[src/rtl/alu_ctrl_decode_stage.sv]
// alu_ctrl_decode_stage: RV32I decode to ALU control/operand selects, registered with valid/ready and flush
module alu_ctrl_decode_stage #(
  parameter int WIDTH = 32
) (
  input  logic             clk,
  input  logic             rst_n,
  input  logic [31:0]      i_instr,
  input  logic             i_in_valid,
  output logic             o_in_ready,
  input  logic             i_flush,
  output logic             o_out_valid,
  input  logic             i_out_ready,
  output logic [3:0]       o_alu_control,
  output logic             o_alu_src_imm,
  output logic             o_alu_src_pc,
  output logic             o_alu_src_zero,
  output logic             o_is_branch,
  output logic [WIDTH-1:0] o_imm_out,
  output logic             o_illegal
);
  logic [6:0]       w_op, w_f7;
  logic [2:0]       w_f3;
  logic [31:0]      w_imm_i, w_imm_s, w_imm_b, w_imm_u, w_imm_j, w_imm32;
  logic [3:0]       w_arith, w_bcode, w_ctrl;
  logic             w_src_imm, w_src_pc, w_src_zero, w_branch, w_ill, w_accept;
  logic             r_valid, r_src_imm, r_src_pc, r_src_zero, r_branch, r_ill;
  logic [3:0]       r_ctrl;
  logic [WIDTH-1:0] r_imm;

  assign w_op    = i_instr[6:0];
  assign w_f3    = i_instr[14:12];
  assign w_f7    = i_instr[31:25];
  assign w_imm_i = {{20{i_instr[31]}}, i_instr[31:20]};
  assign w_imm_s = {{20{i_instr[31]}}, i_instr[31:25], i_instr[11:7]};
  assign w_imm_b = {{19{i_instr[31]}}, i_instr[31], i_instr[7], i_instr[30:25], i_instr[11:8], 1'b0};
  assign w_imm_u = {i_instr[31:12], 12'b0};
  assign w_imm_j = {{11{i_instr[31]}}, i_instr[31], i_instr[19:12], i_instr[20], i_instr[30:21], 1'b0};

  assign o_in_ready = !r_valid || i_out_ready;
  assign w_accept   = i_in_valid && o_in_ready && !i_flush;

  // Shared funct3 -> ALU code map for register and immediate arithmetic; instr[30] selects sub/sra
  always_comb begin
    case (w_f3)
      3'b000:  w_arith = i_instr[30] ? 4'b0001 : 4'b0000;
      3'b001:  w_arith = 4'b0100;
      3'b010:  w_arith = 4'b0101;
      3'b011:  w_arith = 4'b0110;
      3'b100:  w_arith = 4'b0111;
      3'b101:  w_arith = i_instr[30] ? 4'b1000 : 4'b1001;
      3'b110:  w_arith = 4'b0011;
      default: w_arith = 4'b0010;
    endcase
  end

  // Branch funct3 -> comparison code (funct3 010/011 are rejected in the main decode)
  always_comb begin
    case (w_f3)
      3'b000:  w_bcode = 4'b0001;
      3'b001:  w_bcode = 4'b1100;
      3'b100:  w_bcode = 4'b0101;
      3'b101:  w_bcode = 4'b1010;
      3'b110:  w_bcode = 4'b0110;
      3'b111:  w_bcode = 4'b1011;
      default: w_bcode = 4'b0000;
    endcase
  end

  // Opcode decode into raw control fields and legality
  always_comb begin
    w_ctrl     = 4'b0000;
    w_src_imm  = 1'b0;
    w_src_pc   = 1'b0;
    w_src_zero = 1'b0;
    w_branch   = 1'b0;
    w_ill      = 1'b0;
    w_imm32    = '0;
    case (w_op)
      7'b0110011: begin
        w_ctrl = w_arith;
        w_ill  = !(w_f7 == 7'b0000000 || (w_f7 == 7'b0100000 && (w_f3 == 3'b000 || w_f3 == 3'b101)));
      end
      7'b0010011: begin
        w_ctrl    = w_f3 == 3'b000 ? 4'b0000 : w_arith;
        w_src_imm = 1'b1;
        w_imm32   = w_imm_i;
        w_ill     = (w_f3 == 3'b001 && w_f7 != 7'b0000000) ||
                    (w_f3 == 3'b101 && w_f7 != 7'b0000000 && w_f7 != 7'b0100000);
      end
      7'b0000011: begin
        w_src_imm = 1'b1;
        w_imm32   = w_imm_i;
        w_ill     = !(w_f3 inside {3'b000, 3'b001, 3'b010, 3'b100, 3'b101});
      end
      7'b0100011: begin
        w_src_imm = 1'b1;
        w_imm32   = w_imm_s;
        w_ill     = w_f3 > 3'b010;
      end
      7'b1100011: begin
        w_ctrl   = w_bcode;
        w_branch = 1'b1;
        w_imm32  = w_imm_b;
        w_ill    = w_f3 == 3'b010 || w_f3 == 3'b011;
      end
      7'b0110111: begin
        w_src_zero = 1'b1;
        w_src_imm  = 1'b1;
        w_imm32    = w_imm_u;
      end
      7'b0010111: begin
        w_src_pc  = 1'b1;
        w_src_imm = 1'b1;
        w_imm32   = w_imm_u;
      end
      7'b1101111: begin
        w_src_pc  = 1'b1;
        w_src_imm = 1'b1;
        w_imm32   = w_imm_j;
      end
      7'b1100111: begin
        w_src_imm = 1'b1;
        w_imm32   = w_imm_i;
        w_ill     = w_f3 != 3'b000;
      end
      default: w_ill = 1'b1;
    endcase
  end

  // Pipeline register: flush kills validity, accept loads payload, consume drops validity
  always_ff @(posedge clk or negedge rst_n) begin
    if (!rst_n) begin
      r_valid    <= 1'b0;
      r_ctrl     <= 4'b0000;
      r_src_imm  <= 1'b0;
      r_src_pc   <= 1'b0;
      r_src_zero <= 1'b0;
      r_branch   <= 1'b0;
      r_ill      <= 1'b0;
      r_imm      <= '0;
    end else if (i_flush) begin
      r_valid <= 1'b0;
    end else if (w_accept) begin
      r_valid    <= 1'b1;
      r_ctrl     <= w_ill ? 4'b0000 : w_ctrl;
      r_src_imm  <= !w_ill && w_src_imm;
      r_src_pc   <= !w_ill && w_src_pc;
      r_src_zero <= !w_ill && w_src_zero;
      r_branch   <= !w_ill && w_branch;
      r_ill      <= w_ill;
      r_imm      <= w_ill ? '0 : WIDTH'($signed(w_imm32));
    end else if (i_out_ready) begin
      r_valid <= 1'b0;
    end
  end

  assign o_out_valid    = r_valid;
  assign o_alu_control  = r_ctrl;
  assign o_alu_src_imm  = r_src_imm;
  assign o_alu_src_pc   = r_src_pc;
  assign o_alu_src_zero = r_src_zero;
  assign o_is_branch    = r_branch;
  assign o_illegal      = r_ill;
  assign o_imm_out      = r_imm;
endmodule
[config.mk]
export PLATFORM = sky130hd
export DESIGN_NAME = alu_ctrl_decode_stage
export DESIGN_NICKNAME = d
export VERILOG_FILES = /design/src/rtl/alu_ctrl_decode_stage.sv
export SDC_FILE = /design/constraint.sdc
export NUM_CORES = 1
export LEC_CHECK = 0
export BUFFER_PORTS_ARGS = -buffer_cell sky130_fd_sc_hd__buf_2
export CAP_MARGIN = 20
export CORE_UTILIZATION = 30
export CTS_CLUSTER_SIZE = 10
export DETAILED_ROUTE_END_ITERATION = 8
export SLEW_MARGIN = 15
export SYNTH_ARGS = -nofsm -noshare
export SYNTH_HDL_FRONTEND = slang
export SYNTH_SLANG_ARGS = --single-unit
[constraint.sdc]
create_clock -name clk -period 2 [get_ports clk]
set_clock_uncertainty 0.05 [all_clocks]
set_input_delay 0.1 -clock clk [delete_from_list [all_inputs] [get_ports clk]]
set_output_delay 0.1 -clock clk [all_outputs]
set_load 0.01 [all_outputs]
== Word level (Yosys, flattened, before mapping) ==
Cells that the tools add are included.

* Bitwise logic cells: 1
* Equality and inequality tests: 18
* $lt $le $gt $ge: 1
* Mux-type cells: 17
* Reduce and logical (&&, ||, !) cells: 32

{| class="wikitable"
|+ Operators with widths
! cell !! number
|-
| 32-bit one-hot mux with 5 select lines || 1
|-
| 32-bit 2-to-1 mux || 1
|-
| 7-bit by 6-bit equality test with 1-bit output (second input constant) || 4
|-
| 4-bit one-hot mux with 7 select lines || 1
|-
| 4-bit one-hot mux with 6 select lines || 1
|-
| 7-bit equality test (second input constant) || 3
|-
| 7-bit by 5-bit equality test with 1-bit output (second input constant) || 2
|-
| 3-bit equality test (second input constant) || 4
|-
| 4-bit one-hot mux with 3 select lines || 1
|-
| 1-bit logical AND || 10
|-
| 1-bit 2-to-1 mux || 9
|-
| 4-bit 2-to-1 mux || 2
|-
| 7-bit by 2-bit equality test with 1-bit output (second input constant) || 1
|-
| 7-bit zero test || 1
|-
| 7-bit by 6-bit inequality test with 1-bit output (second input constant) || 1
|-
| 1-bit one-hot mux with 7 select lines || 1
|-
| 7-bit nonzero test || 1
|-
| 7-bit OR reduction || 1
|-
| 3-bit by 2-bit equality test with 1-bit output (second input constant) || 2
|-
| 3-bit nonzero test || 2
|-
| 3-bit OR reduction || 2
|-
| 1-bit zero test || 5
|-
| 1-bit logical OR || 5
|-
| 5-bit nonzero test || 1
|-
| 6 further kinds || 7
|}

* Flip-flop bits (word level): 42
* Output and inout bits: 43
* Logic and storage cells: 77

== Longest topological paths before layout ==
Gate-level depths: netlist (run 1).

* Depth after elaboration: 8
* Mapped depth: 8

== Worst setup path after synthesis (run 1) ==
No wires, ideal clock.

* Path type: flip-flop to flip-flop
* Start point: reg r_valid (netlist: o_out_valid)
* End point: reg r_ctrl[2] (netlist: o_alu_control[2])
* Period minus slack after synthesis: 1785 ps
* Data required time: 1803 ps
* Arrival: 1588 ps
* Setup slack: 215 ps
* Cell stages (with the launch flop): 7
* Cells stage by stage: dfrtp_1 > nor2b_1 > inv_1 > nand3b_1 > clkbuf_1 > clkbuf_1 > o41ai_2

* Longest elaborated chain between the ends: 5

{| class="wikitable"
|+ RTL lines
! what !! RTL line !! source
|-
| start: declaration || 26 || <nowiki>logic r_valid, r_src_imm, r_src_pc, r_src_zero, r_branch, r_ill;</nowiki>
|-
| start signal: assignment || 133 || <nowiki>r_valid <= 1'b0;</nowiki>
|-
| start signal: assignment || 142 || <nowiki>r_valid <= 1'b0;</nowiki>
|-
| start signal: assignment || 144 || <nowiki>r_valid <= 1'b1;</nowiki>
|-
| 1-bit zero test || 39 || <nowiki>assign o_in_ready = !r_valid || i_out_ready;</nowiki>
|-
| 1-bit logical OR || 39 ||
|-
| via o_in_ready || 9 || <nowiki>output logic o_in_ready,</nowiki>
|-
| 1-bit logical AND (2 in series) || 40 || <nowiki>assign w_accept = i_in_valid && o_in_ready && !i_flush;</nowiki>
|-
| 2-bit AND reduction (no line) || n/a ||
|-
| end signal: assignment || 145 || <nowiki>r_ctrl <= w_ill ? 4'b0000 : w_ctrl;</nowiki>
|-
| end: declaration || 27 || <nowiki>logic [3:0] r_ctrl;</nowiki>
|}

The timed path passes the listed nets, and every way through them passes these cells.
A chain may end at the register's enable or synchronous reset.

== Worst setup path after layout (run 1) ==
* Start point: reg r_valid (netlist: o_out_valid)
* End point: reg r_imm[20] (netlist: o_imm_out[20])

* Longest elaborated chain between the ends: 5

{| class="wikitable"
|+ RTL lines
! what !! RTL line !! source
|-
| 1-bit zero test || 39 ||
|-
| 1-bit logical OR || 39 ||
|-
| 1-bit logical AND (2 in series) || 40 ||
|-
| 2-bit AND reduction (no line) || n/a ||
|-
| end signal: assignment || 151 || <nowiki>r_imm <= w_ill ? '0 : WIDTH'($signed(w_imm32));</nowiki>
|-
| end: declaration || 28 || <nowiki>logic [WIDTH-1:0] r_imm;</nowiki>
|}

Every way passes these cells.

==> run_results.csv, run 1 <==
group,metric,value,unit
status,status,"finished clean",
synthesis,syn-num-nets,321,
power,p_leak,1.59,nW
place,hpwl,5.27,mm
synthesis,netlist_area,0.00266,mm2
layout,drive_gt1_share,38.9,%
power,worst_ir_drop_vdd,0.000238,V
global_routing,grt_max_degree,43,
global_routing,grt_util_met3,4.11,%
floorplanning,die_w,96.1,um
routing,routedWlPerCell,15.9,um
sta,holdWs,0.0260,ns
routing,wirelength,7.45,mm
synthesis,synth_warnings,0,
synthesis,yosysTopAreaCell,"dfrtp_1",
cts,cts-resized-gates,0,
sta,rsz0062_at_grt,"no",
global_routing,grt_overflow,0,
sta,maxSlewHeadroom,62.4,%
worst_setup_path,crit_type,"register to register",
cts,cts_tree,"yes",
cts,numCtsBuffers,5,
floorplanning,die_h,96.1,um
sta,max_freq,591,MHz
cts,cts-root-buf,"clkbuf_8",
routing,drt-initial-drc-count,148,
place,placed_area,0.00321,mm2
sta,period_share,84.6,%
floorplanning,die_area,0.00923,mm2
worst_setup_path,critPathArrivalTime,1.84,ns
cts,post-cts-setup-buffers,0,
synthesis,netlist_instances,284,
job,cap_violations,0,
floorplanning,ios,80,
sta,setup_viol,0,
layout,nets,401,
sta,hold_violations,0,
worst_setup_path,end_kind,"register",
layout,regArea,0.00105,mm2
worst_setup_path,cp_max_fo,36,
layout,antennaDiodeCount,0,
cts,clock_latency,0.29,ns
layout,syn_to_final_growth,25.4,%
global_routing,grt_pass1_wl,11.7,mm
routing,vias,2490,
synthesis,synth_seq_area_share,39.6,%
synthesis,synthFlopType,"dfrtp_1",
floorplanning,rows,33,
place,portBuffers,79,
cts,cts_buffer_depth,2,
min_path,hp-class,"input port to register",
synthesis,synth.area.top_cells,"dfrtp_1 (40%), o41ai_2 (12%), nand2_1 (7.6%), a21oi_1 (4.5%), o31ai_2 (4.2%)",
sta,period_minus_slack,1.69,ns
floorplanning,initial_utilization,31.7,%
cts,cts_htree_levels,2,
global_routing,busiest_layer,"met2",
synthesis,synth-edff-count,0,
routing,drt-vias-per-instance,5.30,
cts,clk_pin_slew_worst_paths,0.09,ns
floorplanning,core_area,0.00838,mm2
place,gp_congestion,0.844,
layout,multi_input_area,0.00144,mm2
worst_setup_path,setup.worst_path.start_class,"register",
routing,firstDrtPassIters,5,
worst_setup_path,r2r_slack,0.31,ns
synthesis,synth_top_area_share,39.6,%
sta,tns,0,ns
global_routing,grt_usage,16.4,%
synthesis,syn_avg_cell_area,9.35,um2
synthesis,synth-seq-cells,42,
sta,worstMarginPinSlew,0.562,ns
synthesis,ys_types,55,
global_routing,met1_usage,21.6,%
power,power-per-cell-area,513,mW/mm2
cts,clkSinkCount,42,
routing,postRouteAntennaNets,0,
global_routing,grt_pass1_vias,2367,
worst_setup_path,cp.required,2.15,ns
routing,drc,0,
global_routing,grtUsageMet2,26.8,%
synthesis,synth-async-reset-ratio,100,%
layout,fin_area,0.00333,mm2
global_routing,antenna_found_initial,0,
layout,fillCellCount,876,
sta,slew_violations,0,
-- final timing paths --
check	start	to	cells past startpoint
setup reg to reg	o_out_valid	o_imm_out[20]	6
hold reg to reg	o_alu_control[0]	o_alu_control[0]	2
min in group asynchronous	rst_n	o_imm_out[17]	3
setup / recovery	o_out_valid	o_imm_out[20]	6
hold / removal	i_instr[27]	o_imm_out[7]	3
max in group asynchronous	rst_n	o_imm_out[0]	3
-- cells in the final DEF, fill, tap and decap left out, types with 5 or more instances in the layout --
cell type and count:
inv_1 5, a21oi_1 24, nand2_1 54, clkbuf_8 5
buf_2 79, o41ai_2 19, nand3_1 12, buf_4 11
nor2_1 19, a22oi_1 5, dfrtp_1 42, o21ai_1 11
o31ai_2 9
-- state kept, by name (all words and copies together), names as in the netlist --
register	count
o_imm_out	32
o_alu_control	4
o_alu_src_imm	1
o_alu_src_pc	1
o_alu_src_zero	1
o_illegal	1
o_is_branch	1
o_out_valid	1
-- cell families (layout without fill, tap and decap cells) --
logic type             after synthesis  after routing  synth area share, %
AO/OA/AOI/OAI                       94             94                 31.9
XOR/XNOR                             1              1                0.330
buffers and inverters               30            111                 6.03
flip-flops                          42             42                 39.6
multiplexers                         2              2                0.801
AND/OR/NAND/NOR                    115            115                 21.3
-- critical path, cell delays in order (launching register included) --
cell and delay (ns):
dfrtp_1 0.38, nor2b_1 0.15, inv_1 0.07, nand3b_1 0.16, buf_12 0.22, buf_12 0.18
o41ai_2 0.35
-- final cells by class --
class / count / area share, %
repair buffers: 97 / 17.7
inverters: 6 / 0.676
well taps: 105 / 3.94
clock inverters: 3 / 0.751
multi-input cells: 212 / 43.4
clock buffers: 5 / 2.07
flip-flops and latches: 42 / 31.6
-- per-stage QoR --
stage	power (mW)	std cells	setup WS [ns]	utilization (%)
3_3_place_gp	1.14	459	0.218	38.3
2_1_floorplan	1.02	284	0.215	-
4_1_cts	1.73	470	0.300	39.7
3_5_place_dp	1.15	459	0.231	38.3
6_report	1.71	470	0.309	39.7
5_1_grt	1.79	470	0.199	39.7
-- per-layer routing --
metal	vias up	wire, um
li1	1200	-
met1	1191	3450
met2	88	3460
met3	11	444
met4	0	92
met5	-	0
-- Yosys cell counts, drive strengths merged, types with 2 or more instances --
cell      n
nand2    56
dfrtp    42
a21oi    25
nor2     19
o41ai    19
o21ai    15
buf      14
nand3    12
o31ai    11
clkbuf   10
inv       6
a22oi     5
and3      4
nor3      4
nand4     3
o21bai    3
a211oi    2
a32oi     2
and2      2
nand2b    2
nand3b    2
nor2b     2
nor4      2
o2111ai   2
o22ai     2
-- report_power, final --
part / leakage (nW) / internal [mW] / switching (mW) / total (mW)
Combinational: 0.967 / 0.0986 / 0.180 / 0.278
Clock: 0.0447 / 0.252 / 0.324 / 0.577
Sequential: 0.581 / 0.853 / 0.00221 / 0.855
Total: 1.59 / 1.20 / 0.507 / 1.71
-- what timing repair did --
| action | CTS | global route |
|---|---|---|
| hold endpoints to repair | 43 | 0 |
| endpoints found under the setup margin | 0 | 0 |
| hold buffers | 3 | 0 |
Note: power is estimated with default switching activity, not from simulation.
==> inputs of run 2 (changes only) <==
- clock period: 2 -> 1.6 ns (I/O delays scaled with it)
==> run 2 against run 1 <==
Global-route usage is 1.4 points higher. First-iteration DRC count is 8.8% lower. Critical path depth unchanged. Wire length rose by 3.9%. Combinational power increased by 58%. Worst hold slack improved by 0.010 ns. Sequential share of layout area down 3.4 points. Worst setup slack got worse by 0.27 ns. Final cell count is 8.1% higher. Design area grew 12%. Highest routed layer unchanged.
==> run_results.csv, run 2 (synthesis gave the netlist of run 1 again) <==
group,metric,value,unit
status,status,"finished clean",
global_routing,antenna_found_initial,0,
sta,tns,0,ns
cts,numCtsBuffers,5,
worst_setup_path,end_kind,"register",
cts,cts_buffer_depth,2,
power,p_seq_share,48.0,%
layout,mostFrequentLayoutCells,"buf_2 (79), nand2_1 (54), buf_4 (43), dfrtp_1 (42), a21oi_1 (24)",
job,cap_violations,0,
power,power,2.22,mW
worst_setup_path,crit_type,"register to register",
worst_setup_path,r2r-start,"o_out_valid",
layout,largest_register_ffs,32,
global_routing,grt_usage,17.8,%
layout,fin_area,0.00373,mm2
worst_setup_path,crit_start,"o_out_valid",
place,placedCellCount,492,
worst_setup_path,path_cells,"nor2b_1, inv_1, nand3b_1, buf_12, buf_12, o41ai_2",
floorplanning,die_area,0.00923,mm2
worst_setup_path,critPathArrivalTime,1.71,ns
layout,syn_to_final_growth,40.6,%
floorplanning,die_h,96.1,um
cts,clk_pin_slew_worst_paths,0.08,ns
routing,firstDrtPassIters,4,
sta,slew_violations,0,
floorplanning,rows,33,
sta,hold_violations,0,
routing,wirelength,7.75,mm
worst_setup_path,cp.required,1.75,ns
global_routing,grt_pass1_vias,2502,
power,p_switching,620,uW
cts,cts_htree_levels,2,
cts,cts_tree,"yes",
sta,setup_viol,0,
power,p_comb_share,19.8,%
sta,period_minus_slack,1.57,ns
floorplanning,ios,80,
sta,max_freq,639,MHz
power,power-per-cell-area,596,mW/mm2
sta,worstMarginPinSlew,0.553,ns
sta,holdWs,0.0362,ns
floorplanning,initial_utilization,31.7,%
routing,drt-vias-per-instance,5.15,
min_path,min_from,"i_instr[30]",
routing,vias,2618,
worst_setup_path,cp_max_fo,16,
power,power_frac_clock,32.2,%
floorplanning,core_area,0.00838,mm2
worst_setup_path,cp_slowest_stage_delay,0.37,ns
routing,postRouteAntennaNets,0,
worst_setup_path,r2r_slack,0.03,ns
place,gp_congestion,0.866,
global_routing,grt_overflow,0,
power,p_int,1.60,mW
layout,fin_util,44.5,%
min_path,whs_path_depth,3,
layout,antennaDiodeCount,0,
sta,period_share,97.9,%
cts,clock_latency,0.30,ns
global_routing,grt_pass1_wl,12.6,mm
layout,nets,439,
cts,clkSinkCount,42,
worst_setup_path,setup.worst_path.start_class,"register",
routing,drt-initial-drc-count,135,
power,swShare,27.9,%
routing,routedWlPerCell,15.3,um
place,portBuffers,79,
worst_setup_path,worst_r2r_path_depth,6,
place,hpwl,5.77,mm
worst_setup_path,cpMostUsedCell,"buf_12",
layout,finalNonFillerCells,508,
layout,drive_gt1_share,44.9,%
power,worst_ir_drop_vdd,0.000258,V
sta,maxSlewHeadroom,63.0,%
worst_setup_path,critPathSlowestCell,"dfrtp_1",
layout,layout_commonest_cell,"buf_2",
sta,rsz0062_at_grt,"yes",
cts,cts-root-buf,"clkbuf_8",
floorplanning,die_w,96.1,um
routing,drc,0,
min_path,hp-class,"input port to register",
place,placed_area,0.00352,mm2
place,pre_cts_ws,-0.110,ns
worst_setup_path,r2r_end,"o_imm_out[2]",
worst_setup_path,crit_path_end,"o_imm_out[2]",
power,p_leak,1.91,nW
sta,setup_ws,0.0340,ns
global_routing,grt_max_degree,36,
run 2: changes by cell type in the layout (fill, tap and decap cells not counted), sizes merged:
cell and change:
inv -1, buf +38, clkbuf +1
run 2: worst min-delay path by stage:
stage	endpoint	slack [ns]
after global routing	o_imm_out[10]	0.03
final	o_imm_out[10]	0.04
after floorplan	o_alu_control[0]	-0.27
after detailed placement	o_out_valid	-0.10
after global placement	o_imm_out[18]	-0.11
after CTS	o_imm_out[10]	0.03
run 2: metal layers:
| metal | part of all wire (%) | vias up | global-route usage [%] |
|---|---|---|---|
| met3 | 6.8 | 2 | 4.50 |
| met4 | 0.21 | 0 | 2.99 |
| li1 | - | 1284 | - |
| met1 | 46 | 1243 | 24.1 |
| met5 | 0 | - | 0 |
| met2 | 47 | 89 | 28.9 |
run 2: final cells by class:
class | count | area (um2)
well taps | 105 | 131
flip-flops and latches | 42 | 1050
multi-input cells | 212 | 1490
clock inverters | 2 | 12.5
fillers | 844 | 4650
inverters | 6 | 22.5
clock buffers | 6 | 82.6
repair buffers | 135 | 940
run 2: worst max-delay path, delay by kind of cell, from the launching register on:
family,cells,cell delay (ns)
flip-flops,1,0.37
AND/OR/NAND/NOR,2,0.28
AO/OA/AOI/OAI,1,0.34
buffers and inverters,3,0.41
run 2: power groups by stage:
stage | Clock [mW] | Combinational, mW | Sequential (mW)
4_1_cts | 0.747 | 0.423 | 1.07
2_1_floorplan | 0 | 0.189 | 1.09
6_report | 0.716 | 0.439 | 1.07
3_5_place_dp | 0 | 0.416 | 1.09
3_3_place_gp | 0 | 0.412 | 1.09
5_1_grt | 0.794 | 0.482 | 1.07
run 2: repair_timing:
action | 4_1_cts | 5_1_grt
endpoints found under the setup margin | 0 | 27
setup buffers | 0 | 5
hold buffers | 3 | 0
hold endpoints to repair | 43 | 0
gates resized for setup | 0 | 6
==> inputs of run 3 (changes only) <==
- ABC_AREA: default -> 1
- BUFFER_PORTS_ARGS: -buffer_cell sky130_fd_sc_hd__buf_2 -> -buffer_cell sky130_fd_sc_hd__clkbuf_2
==> run 3 against run 2 <==
First-iteration DRC count rose by 3.0%. Maximum frequency is 8.3% higher. Power fell by 0.31%. Utilization decreased by 3.6 points. Largest cell class unchanged.
==> run_results.csv, run 3 <==
group,metric,value,unit
synthesis,syn-num-nets,441,
global_routing,grt_pass1_vias,2588,
worst_setup_path,critPathArrivalTime,1.62,ns
floorplanning,rows,33,
floorplanning,core_area,0.00834,mm2
synthesis,synthFlopType,"dfrtp_1",
synthesis,synth_seq_area_share,40.2,%
sta,hold_violations,0,
synthesis,synth_fa_ha_area_share,0,%
cts,cts_htree_levels,2,
floorplanning,die_area,0.00910,mm2
power,p_seq_share,48.6,%
synthesis,ys_types,25,
layout,largest_register_ffs,32,
synthesis,synthXorXnorAreaFrac,0,%
sta,maxSlewHeadroom,63.8,%
synthesis,syn_avg_cell_area,6.48,um2
floorplanning,die_h,95.4,um
cts,clk_pin_slew_worst_paths,0.08,ns
layout,layout_commonest_cell,"nand2_1",
synthesis,synth.most_common_cell,"nand2_1",
synthesis,yosys.area_share.simple,43.5,%
place,gp_congestion,0.896,
synthesis,synth_compound_area_share,7.22,%
synthesis,synth-seq-cells,42,
status,status,"finished clean",
power,power-per-cell-area,649,mW/mm2
sta,setup_viol,0,
routing,drt-vias-per-instance,4.61,
sta,tns,0,ns
layout,fin_util,40.9,%
job,cap_violations,0,
synthesis,synth-async-reset-ratio,100,%
global_routing,grt_overflow,0,
routing,firstDrtPassIters,5,
cts,cts_buffer_depth,2,
routing,vias,2822,
synthesis,yosysTopAreaCell,"dfrtp_1",
power,p_int,1.65,mW
cts,post-cts-setup-buffers,0,
power,swShare,25.4,%
global_routing,antenna_found_initial,0,
power,power,2.22,mW
worst_setup_path,cp_max_fo,14,
sta,max_freq,691,MHz
global_routing,grt_usage,17.6,%
sta,period_share,90.4,%
routing,drt-initial-drc-count,139,
worst_setup_path,cp.required,1.78,ns
synthesis,synth_top_family_by_area,"simple AND/OR/NAND/NOR gates",
routing,postRouteAntennaNets,0,
min_path,hp-class,"input port to register",
cts,clkSinkCount,42,
power,p_leak,1.95,nW
routing,routedWlPerCell,12.7,um
synthesis,synth_top_area_share,40.2,%
layout,fin_area,0.00341,mm2
sta,period_minus_slack,1.45,ns
cts,clock_latency,0.28,ns
sta,worstMarginPinSlew,0.543,ns
power,p_switching,564,uW
power,power_frac_clock,37.3,%
floorplanning,ios,80,
global_routing,grt_pass1_wl,12.4,mm
power,p_comb_share,14.1,%
sta,slew_violations,0,
layout,fillCellCount,946,
floorplanning,die_w,95.4,um
synthesis,synth.area.top_cells,"dfrtp_1 (40%), nand2_1 (22%), nor2_1 (12%), inv_1 (4.7%), nand3_1 (2.9%)",
routing,wirelength,7.80,mm
place,portBuffers,79,
sta,rsz0062_at_grt,"no",
place,hpwl,6.07,mm
layout,mostFrequentLayoutCells,"nand2_1 (150), nor2_1 (83), clkbuf_2 (79), dfrtp_1 (42), inv_1 (32)",
worst_setup_path,setup.worst_path.start_class,"input port",
worst_setup_path,end_kind,"register",
place,pre_cts_ws,-0.201,ns
cts,cts-root-buf,"clkbuf_8",
synthesis,netlist_instances,404,
cts,cts_tree,"yes",
sta,setup_ws,0.154,ns
synthesis,synth-edff-count,0,
power,worst_ir_drop_vdd,0.000280,V
layout,drive_gt1_share,26.6,%
layout,antennaDiodeCount,0,
layout,syn_to_final_growth,30.4,%
layout,nets,543,
worst_setup_path,crit_type,"input port to register",
synthesis,muxShareOfSynthArea,0,%
cts,numCtsBuffers,5,
synthesis,synth_warnings,0,
synthesis,synth.top_cells.by_count,"nand2_1 (150), nor2_1 (83), dfrtp_1 (42), inv_1 (33), nand3_1 (15)",
floorplanning,initial_utilization,31.4,%
routing,drc,0,
synthesis,netlist_area,0.00262,mm2
global_routing,grt_max_degree,43,
place,placed_area,0.00326,mm2
run 3: changes by cell type in the layout (fill, tap and decap cells not counted), sizes merged, moves of 5 or more:
cell / delta
a21boi: +5
a21oi: -11
a22oi: -5
buf: -104
clkbuf: +79
inv: +31
nand2: +97
nand3: +5
nor2: +72
o31ai: -9
o41ai: -19
run 3: per-layer routing:
layer	up-vias	track usage [%]	part of all wire, %
met5	-	0	0
met2	85	28.2	46
li1	1450	-	-
met4	0	3.48	0.90
met3	9	3.11	5.9
met1	1278	24.9	47
run 3: power groups by stage:
stage | registers (mW) | clock network, mW | logic [mW]
2_1_floorplan | 1.10 | 0 | 0.138
3_3_place_gp | 1.10 | 0 | 0.306
3_5_place_dp | 1.10 | 0 | 0.306
4_1_cts | 1.08 | 0.861 | 0.314
5_1_grt | 1.08 | 0.907 | 0.353
6_report | 1.08 | 0.826 | 0.313
run 3: final cells by class:
class | instances | area (um2) | area share [%]
Multi-Input combinational cell | 309 | 1340 | 39.3
Clock buffer | 6 | 72.6 | 2.13
Inverter | 38 | 143 | 4.18
Tap cell | 105 | 131 | 3.85
Sequential cell | 42 | 1050 | 30.8
Timing Repair Buffer | 110 | 636 | 18.6
Clock inverter | 2 | 37.5 | 1.10
run 3: cell families after synthesis:
kind of cell,Yosys count
compound gates,33
flops,42
buf+inv,54
simple gates,275
run 3: worst paths after layout:
path,cells after the start,slack [ns],from,endpoint
max,10,0.15,i_flush,o_imm_out[30]
min,5,0.10,i_instr[28],o_imm_out[8]
max in group asynchronous,3,0.78,rst_n,o_alu_src_imm
min in group asynchronous,3,0.33,rst_n,o_out_valid
max reg2reg,8,0.20,o_out_valid,o_imm_out[30]
min reg2reg,2,0.43,o_imm_out[27],o_imm_out[27]
run 3: metrics by stage:
step | cells | hold WS (ns)
global placement | 600 | 0.130
CTS | 611 | 0.0902
floorplan | 404 | -0.266
finish | 612 | 0.102
detailed placement | 600 | 0.149
global route | 612 | 0.134
run 3: critical path, cell delays in order:
cell,delay [ns]
dlygate4sd3_1,0.53
clkbuf_2,0.11
nor2_1,0.09
nand2_1,0.11
inv_2,0.17
nand2_2,0.09
buf_4,0.18
nor2_1,0.11
nand2_1,0.06
nand2_1,0.08
run 3: timing repair:
| item | in CTS | in global routing |
|---|---|---|
| hold buffers | 3 | 0 |
| hold endpoints to repair | 43 | 0 |
| gates resized for setup | 0 | 3 |
| endpoints found under the setup margin | 0 | 34 |
